[config.mk]
export PLATFORM = sky130hd
export DESIGN_NAME = spi_master_flat
export DESIGN_NICKNAME = d
export VERILOG_FILES = /design/src/rtl/spi_pkg.sv /design/src/rtl/spi_master_if.sv /design/src/rtl/spi_sck_gen.sv /design/src/rtl/spi_master.sv /design/src/flat_wrapper.sv
export SDC_FILE = /design/constraint.sdc
export NUM_CORES = 1
export LEC_CHECK = 0
export BUFFER_PORTS_ARGS = -buffer_cell sky130_fd_sc_hd__buf_4
export CAP_MARGIN = 10
export CORE_UTILIZATION = 35
export DETAILED_ROUTE_END_ITERATION = 8
export PLACE_DENSITY = 0.55
export RECOVER_POWER = 100
export SETUP_SLACK_MARGIN = 0.1
export SYNTH_ARGS = -nofsm -noshare
export SYNTH_HDL_FRONTEND = slang
export SYNTH_SLANG_ARGS = --single-unit
[constraint.sdc]
create_clock -name clk -period 2.3 [get_ports clk]
set_input_delay 0.115 -clock clk [delete_from_list [all_inputs] [get_ports clk]]
set_output_delay 0.115 -clock clk [all_outputs]
set_load 0.005 [all_outputs]
[src/rtl/spi_pkg.sv]
// ============================================================================
// Module : spi_pkg
// Brief  : Shared types and mode constants for the SPI initiator.
// Rev    : 1.0
// ============================================================================
`default_nettype none

package spi_pkg;

  typedef enum logic [2:0] {
    ST_IDLE  = 3'd0,
    ST_LEAD  = 3'd1,
    ST_HIGH  = 3'd2,
    ST_LOW   = 3'd3,
    ST_TRAIL = 3'd4,
    ST_GAP   = 3'd5
  } spi_master_state_t;

  localparam logic       c_cpol       = 1'b0;
  localparam logic       c_cpha       = 1'b0;
  localparam logic [1:0] c_spi_mode   = {c_cpol, c_cpha};
  localparam logic       c_msb_first  = 1'b1;
  localparam int         c_data_width = 8;

endpackage

`default_nettype wire

[src/rtl/spi_master_if.sv]
// ============================================================================
// Module : spi_master_if
// Brief  : Byte stream handshake plus SPI pins of the initiator.
// Rev    : 1.0
// ============================================================================
`default_nettype none

interface spi_master_if import spi_pkg::*; #(
  parameter int DATA_WIDTH = c_data_width
) ();

  logic                  tx_valid;
  logic                  tx_ready;
  logic [DATA_WIDTH-1:0] tx_data;
  logic                  rx_valid;
  logic [DATA_WIDTH-1:0] rx_data;
  logic                  sck;
  logic                  sdo;
  logic                  sdi;
  logic                  ce;

  modport master (
    input  tx_valid, tx_data, sdi,
    output tx_ready, rx_valid, rx_data, sck, sdo, ce
  );

  modport slave (
    output tx_valid, tx_data, sdi,
    input  tx_ready, rx_valid, rx_data, sck, sdo, ce
  );

endinterface

`default_nettype wire

[src/rtl/spi_sck_gen.sv]
// ============================================================================
// Module : spi_sck_gen
// Brief  : Phase counter marking the end of each clk_div-cycle SCK half-period.
// Rev    : 1.0
// ============================================================================
`default_nettype none

module spi_sck_gen #(
  parameter int CLK_DIV = 4
) (
  input  logic clk,
  input  logic reset_n,
  input  logic run,
  output logic tick,
  output logic pre_tick
);

  localparam int              c_cw      = $clog2(CLK_DIV);
  localparam logic [c_cw-1:0] c_last    = c_cw'(CLK_DIV - 1);
  localparam logic [c_cw-1:0] c_prelast = c_cw'(CLK_DIV - 2);

  logic [c_cw-1:0] r_phase;

  always_ff @(posedge clk or negedge reset_n) begin
    if (!reset_n) begin
      r_phase <= '0;
    end else if (!run || r_phase == c_last) begin
      r_phase <= '0;
    end else begin
      r_phase <= r_phase + 1'b1;
    end
  end

  assign tick     = run && (r_phase == c_last);
  assign pre_tick = run && (r_phase == c_prelast);

endmodule

`default_nettype wire

[src/rtl/spi_master.sv]
// ============================================================================
// Module : spi_master
// Brief  : Mode-0 SPI initiator driven by a valid/ready byte stream.
// Rev    : 1.0
// ============================================================================
`default_nettype none

module spi_master import spi_pkg::*; #(
  parameter int CLK_DIV    = 4,
  parameter int DATA_WIDTH = c_data_width
) (
  input  logic            clk,
  input  logic            reset_n,
  spi_master_if.master    bus
);

  localparam int                c_cnt_w    = $clog2(DATA_WIDTH);
  localparam int                c_first    = c_msb_first ? DATA_WIDTH - 1 : 0;
  localparam logic              c_sck_idle = c_spi_mode[1];
  localparam logic [c_cnt_w-1:0] c_cnt_load = c_cnt_w'(DATA_WIDTH - 1);

  spi_master_state_t       r_state;
  logic                    r_ce;
  logic                    r_sck;
  logic                    r_sdo;
  logic                    r_tx_ready;
  logic                    r_rx_valid;
  logic [DATA_WIDTH-1:0]   r_rx_data;
  logic [DATA_WIDTH-1:0]   r_tx_shift;
  logic [DATA_WIDTH-1:0]   r_rx_shift;
  logic [c_cnt_w-1:0]      r_bit_cnt;

  logic                    w_tick;
  logic                    w_pre_tick;
  logic                    w_accept;
  logic [DATA_WIDTH-1:0]   w_tx_shifted;
  logic                    w_next_bit;
  logic [DATA_WIDTH-1:0]   w_rx_next;

  spi_sck_gen #(
    .CLK_DIV (CLK_DIV)
  ) u_sck_gen (
    .clk      (clk),
    .reset_n  (reset_n),
    .run      (r_state != ST_IDLE),
    .tick     (w_tick),
    .pre_tick (w_pre_tick)
  );

  // tx_ready is only ever high in IDLE or the last TRAIL cycle, so it alone
  // qualifies an accept.
  assign w_accept     = bus.tx_valid & r_tx_ready;
  assign w_tx_shifted = c_msb_first ? (r_tx_shift << 1) : (r_tx_shift >> 1);
  assign w_next_bit   = c_msb_first ? r_tx_shift[DATA_WIDTH-2] : r_tx_shift[1];
  assign w_rx_next    = c_msb_first ? {r_rx_shift[DATA_WIDTH-2:0], bus.sdi}
                                    : {bus.sdi, r_rx_shift[DATA_WIDTH-1:1]};

  always_ff @(posedge clk or negedge reset_n) begin
    if (!reset_n) begin
      r_state    <= ST_IDLE;
      r_ce       <= 1'b0;
      r_sck      <= c_sck_idle;
      r_sdo      <= 1'b0;
      r_tx_ready <= 1'b1;
      r_rx_valid <= 1'b0;
      r_rx_data  <= '0;
      r_tx_shift <= '0;
      r_rx_shift <= '0;
      r_bit_cnt  <= '0;
    end else begin
      r_rx_valid <= 1'b0;
      unique case (r_state)
        ST_IDLE: ;
        ST_LEAD, ST_LOW: begin
          if (w_tick) begin
            r_sck   <= ~c_sck_idle;
            r_state <= ST_HIGH;
          end
        end
        ST_HIGH: begin
          if (w_tick) begin
            r_sck      <= c_sck_idle;
            r_rx_shift <= w_rx_next;
            if (r_bit_cnt != '0) begin
              r_tx_shift <= w_tx_shifted;
              r_sdo      <= w_next_bit;
              r_bit_cnt  <= r_bit_cnt - 1'b1;
              r_state    <= ST_LOW;
            end else begin
              r_rx_data  <= w_rx_next;
              r_rx_valid <= 1'b1;
              r_state    <= ST_TRAIL;
            end
          end
        end
        ST_TRAIL: begin
          if (w_pre_tick) begin
            r_tx_ready <= 1'b1;
          end
          if (w_tick) begin
            r_tx_ready <= 1'b0;
            r_ce       <= 1'b0;
            r_sdo      <= 1'b0;
            r_state    <= ST_GAP;
          end
        end
        ST_GAP: begin
          if (w_tick) begin
            r_tx_ready <= 1'b1;
            r_state    <= ST_IDLE;
          end
        end
        default: r_state <= ST_IDLE;
      endcase

      // An accept (idle start or burst) overrides whatever the state did.
      if (w_accept) begin
        r_tx_shift <= bus.tx_data;
        r_sdo      <= bus.tx_data[c_first];
        r_bit_cnt  <= c_cnt_load;
        r_ce       <= 1'b1;
        r_tx_ready <= 1'b0;
        r_state    <= ST_LEAD;
      end
    end
  end

  assign bus.ce       = r_ce;
  assign bus.sck      = r_sck;
  assign bus.sdo      = r_sdo;
  assign bus.tx_ready = r_tx_ready;
  assign bus.rx_valid = r_rx_valid;
  assign bus.rx_data  = r_rx_data;

endmodule

`default_nettype wire

[src/flat_wrapper.sv]
// flat-port wrapper written by rule: the top's interface ports become plain ports
module spi_master_flat import spi_pkg::*;
#(
  parameter int CLK_DIV    = 4,
  parameter int DATA_WIDTH = c_data_width
)
  (clk, reset_n, bus_tx_valid, bus_tx_data, bus_sdi, bus_tx_ready, bus_rx_valid, bus_rx_data, bus_sck, bus_sdo, bus_ce);
  spi_master_if #(.DATA_WIDTH(DATA_WIDTH)) bus_i ();
  input  logic clk;
  input  logic reset_n;
  input wire logic [$bits(bus_i.tx_valid)-1:0] bus_tx_valid;
  input wire logic [$bits(bus_i.tx_data)-1:0] bus_tx_data;
  input wire logic [$bits(bus_i.sdi)-1:0] bus_sdi;
  output wire logic [$bits(bus_i.tx_ready)-1:0] bus_tx_ready;
  output wire logic [$bits(bus_i.rx_valid)-1:0] bus_rx_valid;
  output wire logic [$bits(bus_i.rx_data)-1:0] bus_rx_data;
  output wire logic [$bits(bus_i.sck)-1:0] bus_sck;
  output wire logic [$bits(bus_i.sdo)-1:0] bus_sdo;
  output wire logic [$bits(bus_i.ce)-1:0] bus_ce;
  assign bus_i.tx_valid = bus_tx_valid;
  assign bus_i.tx_data = bus_tx_data;
  assign bus_i.sdi = bus_sdi;
  assign bus_tx_ready = bus_i.tx_ready;
  assign bus_rx_valid = bus_i.rx_valid;
  assign bus_rx_data = bus_i.rx_data;
  assign bus_sck = bus_i.sck;
  assign bus_sdo = bus_i.sdo;
  assign bus_ce = bus_i.ce;
  spi_master #(.CLK_DIV(CLK_DIV), .DATA_WIDTH(DATA_WIDTH)) u_core (.clk(clk), .reset_n(reset_n), .bus(bus_i));
endmodule
Word-level counts from Yosys, hierarchy flattened
Cells that the tools add are included.
{"block": "op_classes", "n_addsub": 2, "n_eq_ne": 16, "n_mux": 32, "n_bitwise": 2, "n_reduce_logical": 23}
{"cell": "3-bit two-way mux", "n": 10}
{"cell": "7-bit two-way mux", "n": 4}
{"cell": "3-bit case mux with 5 select lines", "n": 1}
{"cell": "1-bit two-way mux", "n": 13}
{"cell": "3-bit by 2-bit != test with 1-bit output, second input constant", "n": 4}
{"cell": "3-bit AND reduction", "n": 4}
{"cell": "3-bit nonzero test", "n": 4}
{"cell": "2-bit nonzero test", "n": 5}
{"cell": "3-bit by 2-bit equality test with 1-bit output, second input constant", "n": 2}
{"cell": "3-bit equality test, second input constant", "n": 2}
{"cell": "1-bit case mux with 2 select lines", "n": 3}
{"cell": "5-bit AND reduction", "n": 1}
{"cell": "2-bit equality test, second input constant", "n": 2}
{"cell": "2-bit != test, second input constant", "n": 2}
{"cell": "4-bit by 3-bit != test with 1-bit output, second input constant", "n": 1}
{"cell": "2-bit AND reduction", "n": 2}
{"cell": "4-bit AND reduction", "n": 1}
{"cell": "3-bit by 1-bit equality test with 1-bit output, second input constant", "n": 1}
{"cell": "3-bit logical NOT", "n": 1}
{"cell": "3-bit by 1-bit != test with 1-bit output, second input constant", "n": 1}
{"cell": "3-bit by 1-bit subtractor with 3-bit output, second input constant", "n": 1}
{"cell": "2-bit by 1-bit adder with 2-bit output, second input constant", "n": 1}
{"cell": "1-bit logical AND", "n": 2}
{"cell": "2-bit two-way mux", "n": 1}
{"cell": "other kinds (6)", "n": 6}
{"block": "word_totals", "ff_bits": 35, "input_bits": 12, "out_inout_bits": 13, "word_cells": 86}

Longest topological paths before layout
{"block": "logic_depth", "ltp_word": 6, "depth_mapped": 7, "ltp_nobuf": 5}

Cells and area by module
Synthesis repeated with hierarchy kept, for this count alone.
{"block": "unflattened", "cells_unflattened": 155, "area_unflattened_um2": 1636.6}
{"mod": "spi_master", "n_inst": 1, "cells_each": 146, "area_each_um2": 1520.2, "seq_area_each_um2": 827.0}
{"mod": "spi_sck_gen", "n_inst": 1, "cells_each": 9, "area_each_um2": 116.4, "seq_area_each_um2": 50.0}

Worst setup path after synthesis
Ideal clock, no wire load.
{"block": "synth_timing", "kind": "register to register", "startpoint": "reg u_core.u_sck_gen.r_phase[0]", "endpoint": "reg u_core.r_rx_data[0] (netlist: u_core.bus.rx_data[0])", "setup_ps": 125, "t_arrival_ps": 1474, "required_ps": 2175, "path_slack_ps": 701, "path_stages_with_launch": 7, "n_path_buf": 2, "period_less_slack_ps": 1599, "path_cell_list": "dfrtp_1 > ha_1 > buf_4 > and4bb_1 > buf_6 > nand2_8 > mux2_4"}
{"block": "synth_between", "elab_chain_len": 3}
{"element": "start, declared", "line": "spi_sck_gen.sv:22", "text": "logic [c_cw-1:0] r_phase;"}
{"element": "start signal, assigned", "line": "spi_sck_gen.sv:30", "text": "r_phase <= r_phase + 1'b1;"}
{"element": "2-bit equality test", "line": "spi_sck_gen.sv:34", "text": "assign tick = run && (r_phase == c_last);"}
{"element": "1-bit logical AND", "line": "spi_sck_gen.sv:34"}
{"element": "3-bit AND reduction (no line)"}
{"element": "end signal, assigned", "line": "spi_master.sv:90", "text": "r_rx_data <= w_rx_next;"}
{"element": "end, declared", "line": "spi_master.sv:28", "text": "logic [DATA_WIDTH-1:0] r_rx_data;"}
No other way between the ends.
A chain may end at the register's enable or synchronous reset.

Worst setup path in the final report
{"block": "layout_timing", "startpoint": "reg u_core.r_bit_cnt[0]", "endpoint": "reg u_core.r_rx_data[1] (netlist: u_core.bus.rx_data[1])"}
{"block": "layout_between", "elab_chain_len": 3}
{"element": "start, declared", "line": "spi_master.sv:31", "text": "logic [c_cnt_w-1:0] r_bit_cnt;"}
{"element": "start signal, assigned", "line": "spi_master.sv:87", "text": "r_bit_cnt <= r_bit_cnt - 1'b1;"}
{"element": "start signal, assigned", "line": "spi_master.sv:120", "text": "r_bit_cnt <= c_cnt_load;"}
{"element": "3-bit nonzero test", "line": "spi_master.sv:84", "text": "if (r_bit_cnt != '0) begin"}
{"element": "1-bit NOT (no line)"}
{"element": "3-bit AND reduction (no line)"}
No other way between the ends.

==> results.md <==
- IO Pins: 25
- Final Wtd Congestion: 0.735
- Post-CTS Resized: 0
- Outcome: completed
- Post-route ant nets: 0
- FILL cells: 434
- Static Leakage: 0.925 nW
- FP Rows: 24
- Pwr Density: 642 nW/um^2
- DRC Markers: 0
- TNS Setup: 0 ns
- Number of buffers created by CTS: 5
- Delay-heaviest family, CP: simple AND/OR/NAND/NOR gates
- CTS tree: done
- Top Metal Used: met4
- Worst setup SP type: flop
- Die width: 70.4 um
- Hold slack: 0.0264 ns
- Global-route wire length before repair: 5.63 mm
- DRT iter0 DRCs: 39
- Area share of the largest cell type after synthesis: 0.519
- Combinational share of power: 0.024
- Slew at the pin closest to its max-slew limit: 0.879 ns
- Sw Pwr: 0.242 mW
- Ant diodes: 0
- Unique masters post-synth: 30
- DR WL met3: 157 um
- Worst slack at placement: 0.539 ns
- CP max FO: 11
- Worst path cell trace: inv_1 -> ha_1 -> and2b_1 -> nand2_1 -> mux2_1
- Clock power frac: 0.472
- Sequential fraction of design power: 0.504
- Clock-pin slew on the worst setup and hold paths: 0.07 ns
- Post-Syn Area: 1640 um^2
- Post-synthesis average cell area: 10.4 um^2
- CTS max path bufs: 2
- Dominant cell type by area after synthesis: dfrtp_1
- Ranking of synthesized cells by area: dfrtp_1 (52%), mux2_4 (7.3%), nand2_1 (7.1%), a31oi_1 (3.1%), ha_1 (3.1%)
- PnR worst setup slack: 0.421 ns
- Peak VDD IR: 0.406 mV
- Largest stage delay on the critical path: 0.42 ns
- Wirelength per Cell: 13.3 um
- Worst Setup SP: u_core.r_bit_cnt[0]
- PortBufs: 24
- Root buf cell: clkbuf_8
- Met2 WL: 1.37 mm
- Die Span Y: 70.4 um
- Share of cells above drive strength 1: 0.188
- Hold Path Origin: bus_sdi
- Tmin final: 1.88 ns
- CP Capture Type: flop
- Critical setup path kind: reg2reg
- CTS HTree Levels: 2
- Setup-failing EPs final: 0
- Clock sink count: 35
- DR pass1 iterations: 4
- Die footprint: 4960 um^2
- Gr usage total: 0.146
- Worst reg2reg startpoint: u_core.r_bit_cnt[0]
- Post-synth EDFFs: 0
- CP required: 2.47 ns
- YS warnings: 0
- Core area: 4410 um^2
- WP buf/inv: 1
- Final Slew Violations: 0
- Worst EP arrival: 2.05 ns
- Synth Register Bits: 35
- Top_reg_cell synth: dfrtp_1
- Nets@finish: 196
- Asr flop ratio synth: 1.00
- Via count: 1171
- Initial core utilization: 0.371
- Final Hold Viols: 0
- Slowest stage cell, crit path: mux2_1
- Hold crit path type: in2reg
- Metal-1 WL: 1.52 mm
- Cells after Synth: 157
- R2R Setup Slk: 0.42 ns
- Post-Syn Nets: 173
- Net Sw Frac: 0.198
- Final cycle utilization of the critical path: 0.817
- Vias in the first global route: 1185
- Drt total wl: 3.10 mm
- Hpwl dp: 2.04 mm
- Clock skew: 0.00802 ns
- Register area share after synthesis: 0.535
- Clock Latency Late Sink: 0.29 ns
- Int Power: 0.980 mW
- Initial antenna violation count: 0
- Max-cap viol count: 0
- Vias per cell: 5.03
- GRT Residual Overflow: 0
- RSZ-0062 raised after global routing: false
- Achievable Freq: 532 MHz
- Largest net degree at the start of global routing: 36
- Slew margin rel.: 0.414
- Layout area overhead: 16.0%
==> Yosys cell counts (all sizes together), types with 2 or more instances <==
cell / n
a21oi: 9
buf: 9
inv: 6
clkbuf: 2
nand4bb: 2
o21ai: 13
nor2b: 4
dfrtp: 34
a31oi: 8
nand2: 32
ha: 4
o211ai: 2
nor3: 6
mux2: 8
nor2: 7
==> logic make-up (layout without fill, tap and decap cells) <==
group,Yosys count,count (layout),synth area share
and+or+nand+nor,57,57,0.175
AOI/OAI and AO/OA,36,36,0.127
DFF,35,35,0.535
buffers and inverters,17,41,0.0588
muxes,8,8,0.0733
adders and majority gates,4,4,0.0305
==> per-layer routing <==
layer / vias to the layer above / global-route usage
met2: 28 / 0.225
met3: 5 / 0.0346
li1: 581 / -
met1: 557 / 0.189
met4: 0 / 0.0800
met5: - / 0
==> flip-flops by register name, summed over array words and instances, names as in the netlist <==
name	cells
u_core.bus.rx_data	8
u_core.r_rx_shift	7
u_core.r_tx_shift	7
u_core.r_bit_cnt	3
u_core.r_state	3
u_core.u_sck_gen.r_phase	2
u_core.bus.ce	1
u_core.bus.rx_valid	1
u_core.bus.sck	1
u_core.bus.sdo	1
u_core.bus.tx_ready	1
==> worst min-delay path: stages <==
cell and delay, ns:
buf_4 0.08, nand2_1 0.04, nand2_1 0.05
==> layout by cell type, fill, tap and decap left out, types with 2 or more instances in the layout <==
master,instances
o21ai_0,12
nand4bb_1,2
clkbuf_4,12
nand2_1,32
inv_1,6
clkbuf_2,2
ha_1,4
nor2_1,7
mux2_1,7
nor2b_1,4
dfrtp_1,34
o211ai_1,2
buf_4,11
nor3_1,6
a21oi_1,9
a31oi_1,8
clkbuf_8,6
==> metrics by stage <==
step                area (um^2)  power [mW]  utilization  std cells
finish                     1900        1.22        0.431        233
CTS                        1950        1.24        0.442        233
global route               1900        1.27        0.431        233
global placement           1830       0.658        0.414        224
floorplan                  1640       0.630            -        157
detailed placement         1830       0.658        0.414        224
==> power by group through the flow <==
stage / Clock [mW] / Combinational (mW) / Sequential [mW]
CTS: 0.592 / 0.0316 / 0.616
global route: 0.624 / 0.0330 / 0.616
finish: 0.577 / 0.0287 / 0.616
floorplan: 0 / 0.00140 / 0.629
detailed placement: 0 / 0.0301 / 0.628
global placement: 0 / 0.0298 / 0.628
==> final timing paths <==
kind	end	cells past startpoint
setup / recovery	u_core.bus.rx_data[1]	5
hold / removal	u_core.r_rx_shift[0]	3
setup reg to reg	u_core.bus.rx_data[1]	5
hold reg to reg	u_core.r_rx_shift[6]	2
max in group asynchronous	u_core.r_tx_shift[3]	2
min in group asynchronous	u_core.u_sck_gen.r_phase[0]	2
==> area by class of cell <==
| type | count | area [um^2] | share of cell area |
|---|---|---|---|
| flip-flops and latches | 35 | 877 | 0.461 |
| multi-input cells | 105 | 623 | 0.328 |
| repair buffers | 27 | 196 | 0.103 |
| clock buffers | 6 | 82.6 | 0.0434 |
| well taps | 52 | 65.1 | 0.0342 |
| clock inverters | 2 | 35.0 | 0.0184 |
| inverters | 6 | 22.5 | 0.0118 |
==> timing repair <==
item	CTS	global route
endpoints found under the hold margin	34	0
hold buffers	1	0
buffers inserted	0	0
(Power assumes the default switching activity.)
